`config.mk`:
```
export PLATFORM = sky130hd
export DESIGN_NAME = button_event_arbiter
export DESIGN_NICKNAME = d
export VERILOG_FILES = /design/src/rtl/button_event_arbiter_pkg.sv /design/src/rtl/button_event_arbiter_debounce.sv /design/src/rtl/synchronizer.sv /design/src/rtl/button_event_arbiter.sv
export SDC_FILE = /design/constraint.sdc
export NUM_CORES = 1
export LEC_CHECK = 0
export ABC_AREA = 1
export CAP_MARGIN = 0
export CORE_MARGIN = 5
export CORE_UTILIZATION = 50
export DETAILED_ROUTE_END_ITERATION = 8
export PLACE_DENSITY = 0.68
export SLEW_MARGIN = 10
export SYNTH_ARGS = -nofsm -noshare
export SYNTH_HDL_FRONTEND = slang
export SYNTH_SLANG_ARGS = --single-unit
```
`constraint.sdc`:
```
create_clock -name clk -period 1.8 [get_ports clk]
set_input_delay 0.27 -clock clk [delete_from_list [all_inputs] [get_ports clk]]
set_output_delay 0.27 -clock clk [all_outputs]
set_load 0.05 [all_outputs]
```
`src/rtl/button_event_arbiter_pkg.sv`:
```
// Shared types, constants and the round-robin helper for the push-button front end.
package button_event_arbiter_pkg;

    localparam int MAX_BTN       = 8;
    localparam int DB_CYCLES_SYN = 500000;
    localparam int DB_CYCLES_SIM = 4;

    typedef enum logic {
        IDLE  = 1'b0,
        OFFER = 1'b1
    } arb_state_t;

    // First set request strictly after 'last', wrapping modulo n; the downward
    // scan lets the smallest offset win.
    function automatic int rr_next(input logic [MAX_BTN-1:0] req, input int last, input int n);
        int idx;
        rr_next = 0;
        for (int off = n; off >= 1; off--) begin
            idx = (last + off) % n;
            if (req[idx[2:0]]) rr_next = idx;
        end
    endfunction

endpackage

```
`src/rtl/button_event_arbiter_debounce.sv`:
```
// One button channel: synchronizer, debounce counter, accepted level and press pulse.
module debounce_channel
    import button_event_arbiter_pkg::*;
#(
    parameter int DB_CYCLES = DB_CYCLES_SYN,
    parameter int CNT_W     = $clog2(DB_CYCLES)
) (
    input  logic clk,
    input  logic reset_n,
    input  logic raw,
    input  logic enable,
    output logic level,
    output logic rise
);

    localparam logic [CNT_W-1:0] CNT_LAST = CNT_W'(DB_CYCLES - 1);

    logic             synced;
    logic [CNT_W-1:0] cnt;

    synchronizer u_sync (
        .clk (clk),
        .d   (raw),
        .q   (synced)
    );

    assign rise = enable && synced && !level && (cnt == CNT_LAST);

    always_ff @(posedge clk or negedge reset_n) begin
        if (!reset_n) begin
            cnt   <= '0;
            level <= 1'b0;
        end else if (!enable || synced == level) begin
            cnt <= '0;
        end else if (cnt == CNT_LAST) begin
            level <= synced;
            cnt   <= '0;
        end else begin
            cnt <= cnt + 1'b1;
        end
    end

endmodule

```
`src/rtl/synchronizer.sv`:
```
// Two-flop synchronizer for a single asynchronous level; deliberately unreset.
module synchronizer (
    input  logic clk,
    input  logic d,
    output logic q
);

    logic meta;

    always_ff @(posedge clk) begin
        meta <= d;
        q    <= meta;
    end

endmodule

```
`src/rtl/button_event_arbiter.sv`:
```
// Push-button front end: debounced channels feed per-channel pending flags that a
// round-robin arbiter offers one at a time over a valid/ready handshake.
module button_event_arbiter
    import button_event_arbiter_pkg::*;
#(
    parameter int N_BTN     = 4,
    parameter int DB_CYCLES = DB_CYCLES_SYN,
    parameter int CNT_W     = $clog2(DB_CYCLES),
    parameter int ID_W      = $clog2(N_BTN)
) (
    input  logic             clk,
    input  logic             reset_n,
    input  logic [N_BTN-1:0] btn_raw,
    input  logic             evt_ready,
    output logic             evt_valid,
    output logic [ID_W-1:0]  evt_id,
    output logic [N_BTN-1:0] btn_level,
    output logic [N_BTN-1:0] overflow
);

    logic [1:0]       warm;
    logic [N_BTN-1:0] rise;
    logic [N_BTN-1:0] pending;
    logic [N_BTN-1:0] clr_mask;
    logic [ID_W-1:0]  last_grant;
    logic             handshake;
    arb_state_t       state;

    // Synchronizers are unreset, so counting waits until they hold two fresh samples.
    always_ff @(posedge clk or negedge reset_n) begin
        if (!reset_n) warm <= 2'b00;
        else          warm <= {warm[0], 1'b1};
    end

    for (genvar i = 0; i < N_BTN; i++) begin : g_chan
        debounce_channel #(
            .DB_CYCLES (DB_CYCLES),
            .CNT_W     (CNT_W)
        ) u_chan (
            .clk     (clk),
            .reset_n (reset_n),
            .raw     (btn_raw[i]),
            .enable  (warm[1]),
            .level   (btn_level[i]),
            .rise    (rise[i])
        );
    end

    assign handshake = (state == OFFER) && evt_valid && evt_ready;

    always_comb begin
        clr_mask = '0;
        if (handshake) clr_mask[evt_id] = 1'b1;
    end

    // A press arriving on the handshake edge re-arms the flag instead of overflowing.
    always_ff @(posedge clk or negedge reset_n) begin
        if (!reset_n) begin
            pending  <= '0;
            overflow <= '0;
        end else begin
            pending  <= (pending & ~clr_mask) | rise;
            overflow <= overflow | (rise & pending & ~clr_mask);
        end
    end

    always_ff @(posedge clk or negedge reset_n) begin
        if (!reset_n) begin
            state      <= IDLE;
            evt_valid  <= 1'b0;
            evt_id     <= '0;
            last_grant <= ID_W'(N_BTN - 1);
        end else begin
            case (state)
                IDLE: begin
                    if (|pending) begin
                        evt_id    <= ID_W'(rr_next(MAX_BTN'(pending), int'(last_grant), N_BTN));
                        evt_valid <= 1'b1;
                        state     <= OFFER;
                    end
                end
                OFFER: begin
                    if (evt_ready) begin
                        last_grant <= evt_id;
                        evt_valid  <= 1'b0;
                        state      <= IDLE;
                    end
                end
                default: begin
                    evt_valid <= 1'b0;
                    state     <= IDLE;
                end
            endcase
        end
    end

endmodule

```
==> impl_metrics.env, run 1 <==
export IMPL_yosysMostFrequentCell="nand2_1"
export IMPL_cts_tree="done"
export IMPL_crit_fanout=6
export IMPL_leakagePower_uw=0.00264
export IMPL_drt_wl_total_um=11900
export IMPL_critical_path_endpoint_type="flop"
export IMPL_synthCells=744
export IMPL_ys_types=41
export IMPL_clock_root_buffer="clkbuf_8"
export IMPL_reg2regPathDepth=7
export IMPL_yosysWarnings=0
export IMPL_cp_cell_sequence="ha_2, nand2_1, nor2_1, inv_1, or2_1, o21ai_4, nor3_1"
export IMPL_slowest_delay_ns=0.43
export IMPL_worstSetupStartpointType="flop"
export IMPL_synth_edf_count=0
export IMPL_worstHoldStart="btn_raw[1]"
export IMPL_grt_max_degree=36
export IMPL_syn_nets=755
export IMPL_routedWlPerCell_um=12.9
export IMPL_nets=789
export IMPL_setup_slack_ns=0.125
export IMPL_cts_buffers_inserted=9
export IMPL_skew_ns=0.0124
export IMPL_die_h_um=116
export IMPL_reg2reg_setup_slack_ns=0.12
export IMPL_cp_top_family="simple AND/OR/NAND/NOR gates"
export IMPL_die_area_mm2=0.0134
export IMPL_insertedDiodeCount=0
export IMPL_status="finished, final reports clean"
export IMPL_grt_overflow=0
export IMPL_required_ns=2.06
export IMPL_slew_violations=0
export IMPL_h_tree_depth=3
export IMPL_yosys_area_top_type="dfrtp_1"
export IMPL_first_pass_iters=5
export IMPL_syn_area_mm2=0.00560
export IMPL_rsz0062_at_grt="false"
export IMPL_setup_viol=0
export IMPL_pre_cts_slack_ns=0.104
export IMPL_synth_top_cells_by_count="nand2_1, nor2_1, inv_1"
export IMPL_maxCapViolCount=0
export IMPL_synthFlopType="dfrtp_1"
export IMPL_synth_seq_area_share=0.458
export IMPL_grt_pass1_wl_um=20800
export IMPL_synthArstFlopShare=0.923
export IMPL_slowest_stage="dfrtp_1"
export IMPL_drc=0
export IMPL_powerDensity_mw_per_mm2=819
export IMPL_arrival_ns=1.93
export IMPL_max_vdd_ir_drop_uv=608
export IMPL_path_clk_slew_ns=0.10
export IMPL_yosysTopAreaCellShare=0.420
export IMPL_final_setup_tns_ns=0
export IMPL_port_buffers=17
export IMPL_postRouteAntennaNets=0
export IMPL_r2r_end="g_chan[3].u_chan.cnt[8]"
export IMPL_worst_path_buf_inv=1
export IMPL_fin_util=0.570
export IMPL_grtUsageTotal=0.194
export IMPL_antenna_found_initial=0
export IMPL_dieWidth_um=116
export IMPL_rows=38
export IMPL_first_global_vias=4635
export IMPL_ys_ff_latch=104
export IMPL_clk_path_buf_depth=2
export IMPL_min_path_cells=1
export IMPL_fin_crit_ns=1.68
export IMPL_hold_class="in2reg"
export IMPL_clkSinkCount=104
export IMPL_drtIter0Drc=253
export IMPL_clk_latency_ns=0.37
export IMPL_r2r_start="g_chan[3].u_chan.cnt[0]"
export IMPL_io_pins=18
export IMPL_min_to="g_chan[1].u_chan.u_sync.meta"
export IMPL_final_hold_viol_count=0
export IMPL_start_util=0.514
export IMPL_vias=4785
export IMPL_syn2layout_area_growth_pct=10.8
export IMPL_coreArea_mm2=0.0109
export IMPL_path_depth=7
export IMPL_crit_type="reg2reg"
export IMPL_period_share=0.931
export IMPL_synth_area_leaders="dfrtp_1, nand2_1, nor2_1"
export IMPL_hpwl_um=9020
export IMPL_drive_gt1_frac=0.0843
export IMPL_viasPerCell=5.18
export IMPL_place_congestion=0.934
export IMPL_syn_avg_cell_area_um2=7.53
export IMPL_clock_fmax_ghz=0.597
## sequential cells by signal, indices dropped and copies added (netlist names)
name	cells
evt_id	2
evt_valid	1
g_chan.u_chan.cnt	76
g_chan.u_chan.level	4
g_chan.u_chan.u_sync.meta	4
g_chan.u_chan.u_sync.q	4
last_grant	2
overflow	4
pending	4
state	1
warm	2
## worst max-delay path by stage
| stage | startpoint | endpoint |
|---|---|---|
| detailed placement | evt_ready | overflow[3] |
| floorplan | g_chan[3].u_chan.cnt[0] | g_chan[3].u_chan.cnt[9] |
| finish | g_chan[3].u_chan.cnt[0] | g_chan[3].u_chan.cnt[8] |
| global placement | evt_ready | overflow[3] |
| CTS | g_chan[3].u_chan.cnt[0] | g_chan[3].u_chan.level |
| global route | g_chan[3].u_chan.cnt[0] | pending[3] |
## where the power goes
group          leakage (uW)  internal (uW)  switching [uW]
Sequential          0.00137           2480             125
Combinational       0.00117            306             666
Clock              0.000106            697             806
## placed cells by master, fill, tap and decap left out, drive strengths merged, types with 8 or more instances in the layout
cell type	Yosys	final
a21oi	15	15
buf	8	26
clkbuf	1	11
dfrtp	94	94
dfxtp	8	8
inv	97	99
nand2	163	163
nand3	57	57
nand4	34	34
nor2	152	152
nor3	39	39
o21ai	19	19
xor2	23	23
## routing by layer
| layer | vias to the layer above | global-route usage | part of all wire |
|---|---|---|---|
| met4 | 0 | 0.0572 | 0.014 |
| li1 | 2451 | - | - |
| met1 | 2208 | 0.251 | 0.46 |
| met5 | - | 0 | 0 |
| met2 | 111 | 0.321 | 0.48 |
| met3 | 15 | 0.0507 | 0.047 |
## stage by stage
| step | cells | hold WS, ns | cell area (um^2) | total power [uW] |
|---|---|---|---|---|
| 2_1_floorplan | 744 | -0.0256 | 5600 | 3340 |
| 3_3_place_gp | 905 | 0.235 | 5970 | 3610 |
| 3_5_place_dp | 905 | 0.241 | 5970 | 3630 |
| 4_1_cts | 922 | 0.305 | 6190 | 5150 |
| 5_1_grt | 923 | 0.296 | 6210 | 5400 |
| 6_report | 923 | 0.327 | 6210 | 5080 |
## final cells by class
cell class,instances,area (um^2)
Multi-Input combinational cell,534,2620
Fill cell,1012,4680
Clock inverter,5,63.8
Tap cell,140,175
Clock buffer,11,141
Timing Repair Buffer,32,280
Inverter,97,364
Sequential cell,104,2560
## what timing repair did
| action | 4_1_cts | 5_1_grt |
|---|---|---|
| resized for setup | 0 | 5 |
| endpoints found under the hold margin | 28 | 0 |
| buffers inserted | 0 | 1 |
| setup endpoints to repair | 0 | 12 |
| hold buffers | 1 | 0 |
## cells by family (layout without fill, tap and decap cells)
kind of cell | after synthesis | in the layout | share of synthesized area
flops | 104 | 104 | 0.458
compound gates | 45 | 45 | 0.0496
buf+inv | 106 | 145 | 0.0773
simple gates | 457 | 457 | 0.363
fa+ha+maj | 4 | 4 | 0.00893
other cells | 1 | 1 | 0.000669
xor+xnor | 27 | 27 | 0.0422
(Power assumes the default switching activity.)
==> run 2: changes to the inputs <==
- HOLD_SLACK_MARGIN: default -> 0.06
==> results of run 2 <==
The final DEF is identical to that of run 1; final timing and power are the same.
==> run 3: changes to the inputs <==
- CTS_BUF_LIST: default -> sky130_fd_sc_hd__clkbuf_2
- HOLD_SLACK_MARGIN: 0.06 -> 0.02
==> run 3 against run 2 <==
Compared with the run above: register-to-register slack about the same; highest routed layer unchanged; clock skew up 0.011 ns; total power down 7.1%; worst hold slack worse by 0.22 ns; non-clock buffer count up 4.
==> impl_metrics.env, run 3 (synthesis results as in run 1) <==
export IMPL_status="finished, final reports clean"
export IMPL_powerDensity_mw_per_mm2=768
export IMPL_period_share=0.932
export IMPL_required_ns=2.29
export IMPL_clkSinkCount=104
export IMPL_die_area_mm2=0.0134
export IMPL_clock_fmax_ghz=0.596
export IMPL_setup_slack_ns=0.122
export IMPL_rows=38
export IMPL_port_buffers=17
export IMPL_layout_common_cells="nand2_1, nor2_1, inv_1, dfrtp_1, nand3_1"
export IMPL_vias=4806
export IMPL_hold_class="in2reg"
export IMPL_die_h_um=116
export IMPL_grt_pass1_wl_um=20700
export IMPL_arrival_ns=2.17
export IMPL_largest_reg_flops=76
export IMPL_hpwl_um=9020
export IMPL_clk_latency_ns=0.59
export IMPL_fin_crit_ns=1.68
export IMPL_pre_cts_slack_ns=0.104
export IMPL_worstSetupStartpointType="flop"
export IMPL_critical_path_endpoint_type="flop"
export IMPL_cp_top_family="simple AND/OR/NAND/NOR gates"
export IMPL_leakagePower_uw=0.00263
export IMPL_first_global_vias=4611
export IMPL_h_tree_depth=3
export IMPL_insertedDiodeCount=0
export IMPL_maxCapViolCount=0
export IMPL_cp_cell_sequence="ha_2, nand2_1, nor2_1, inv_1, or2_1, o21ai_4, a21oi_1"
export IMPL_skew_ns=0.0236
export IMPL_drc=0
export IMPL_viasPerCell=5.18
export IMPL_postRouteAntennaNets=0
export IMPL_max_vdd_ir_drop_uv=597
export IMPL_nets=793
export IMPL_rsz0062_at_grt="true"
export IMPL_setup_viol=0
export IMPL_drtIter0Drc=274
export IMPL_clk_path_buf_depth=2
export IMPL_grtUsageTotal=0.192
export IMPL_dieWidth_um=116
export IMPL_io_pins=18
export IMPL_first_pass_iters=5
export IMPL_routedWlPerCell_um=12.8
export IMPL_syn2layout_area_growth_pct=9.76
export IMPL_grt_max_degree=36
export IMPL_slowest_stage="dfrtp_1"
export IMPL_drt_wl_total_um=11900
export IMPL_worstHoldStart="btn_raw[3]"
export IMPL_clock_root_buffer="clkbuf_2"
export IMPL_slew_violations=0
export IMPL_regMostFlops="g_chan.u_chan.cnt"
export IMPL_slowest_delay_ns=0.47
export IMPL_antenna_found_initial=0
export IMPL_cts_buffers_inserted=9
export IMPL_place_congestion=0.934
export IMPL_worst_path_buf_inv=1
export IMPL_crit_fanout=6
export IMPL_r2r_start="g_chan[3].u_chan.cnt[0]"
export IMPL_drive_gt1_frac=0.0839
export IMPL_cts_tree="done"
export IMPL_final_hold_viol_count=0
export IMPL_coreArea_mm2=0.0109
export IMPL_startpoint="g_chan[3].u_chan.cnt[0]"
export IMPL_start_util=0.514
export IMPL_crit_type="reg2reg"
export IMPL_fin_util=0.565
export IMPL_final_common_cell="nand2_1"
export IMPL_path_clk_slew_ns=0.24
export IMPL_grt_overflow=0
==> run 3: area by class of cell <==
class                           count  area (um^2)
Fill cell                        1017         4740
Multi-Input combinational cell    534         2610
Sequential cell                   104         2560
Inverter                           97          364
Timing Repair Buffer               36          318
Tap cell                          140          175
Clock inverter                      6         67.6
Clock buffer                       10         50.0
==> run 3: power breakdown <==
group | switching (uW) | leakage [uW] | internal (uW)
clock network | 790 | 0.0000758 | 338
logic | 669 | 0.00119 | 310
registers | 123 | 0.00137 | 2490
==> run 3: through the flow <==
step	power (uW)	setup TNS, ns	hold WS [ns]	area [um^2]	instances
after floorplan	3340	0	-0.0256	5600	744
after global placement	3610	0	0.235	5970	905
after detailed placement	3630	0	0.241	5970	905
after CTS	4780	0	0.0203	6110	923
after global routing	5030	-0.123	0.0340	6150	927
final	4720	0	0.105	6150	927
==> run 3: repair_timing <==
item | CTS | global route
setup endpoints to repair | 0 | 17
hold buffers | 2 | 2
buffers inserted | 0 | 2
endpoints found under the hold margin | 95 | 2
resized for setup | 0 | 3
==> run 3: path summary, 6_finish.rpt <==
path                                                end  slack, ns  depth (start not counted)
max reg2reg                    g_chan[3].u_chan.cnt[17]       0.12                          7
max                            g_chan[3].u_chan.cnt[17]       0.12                          7
max in group asynchronous                 last_grant[0]       1.09                          3
min reg2reg                   g_chan[3].u_chan.u_sync.q       0.34                          0
min in group asynchronous      g_chan[0].u_chan.cnt[18]       0.11                          2
min                        g_chan[3].u_chan.u_sync.meta       0.10                          1
==> run 3: layer usage <==
metal | GRT usage | up-vias | share of wire | wire length [um]
met2 | 0.320 | 130 | 0.48 | 5740
li1 | - | 2455 | - | -
met4 | 0.0510 | 0 | 0.014 | 167
met5 | 0 | - | 0 | 0
met3 | 0.0475 | 15 | 0.049 | 587
met1 | 0.251 | 2206 | 0.45 | 5400
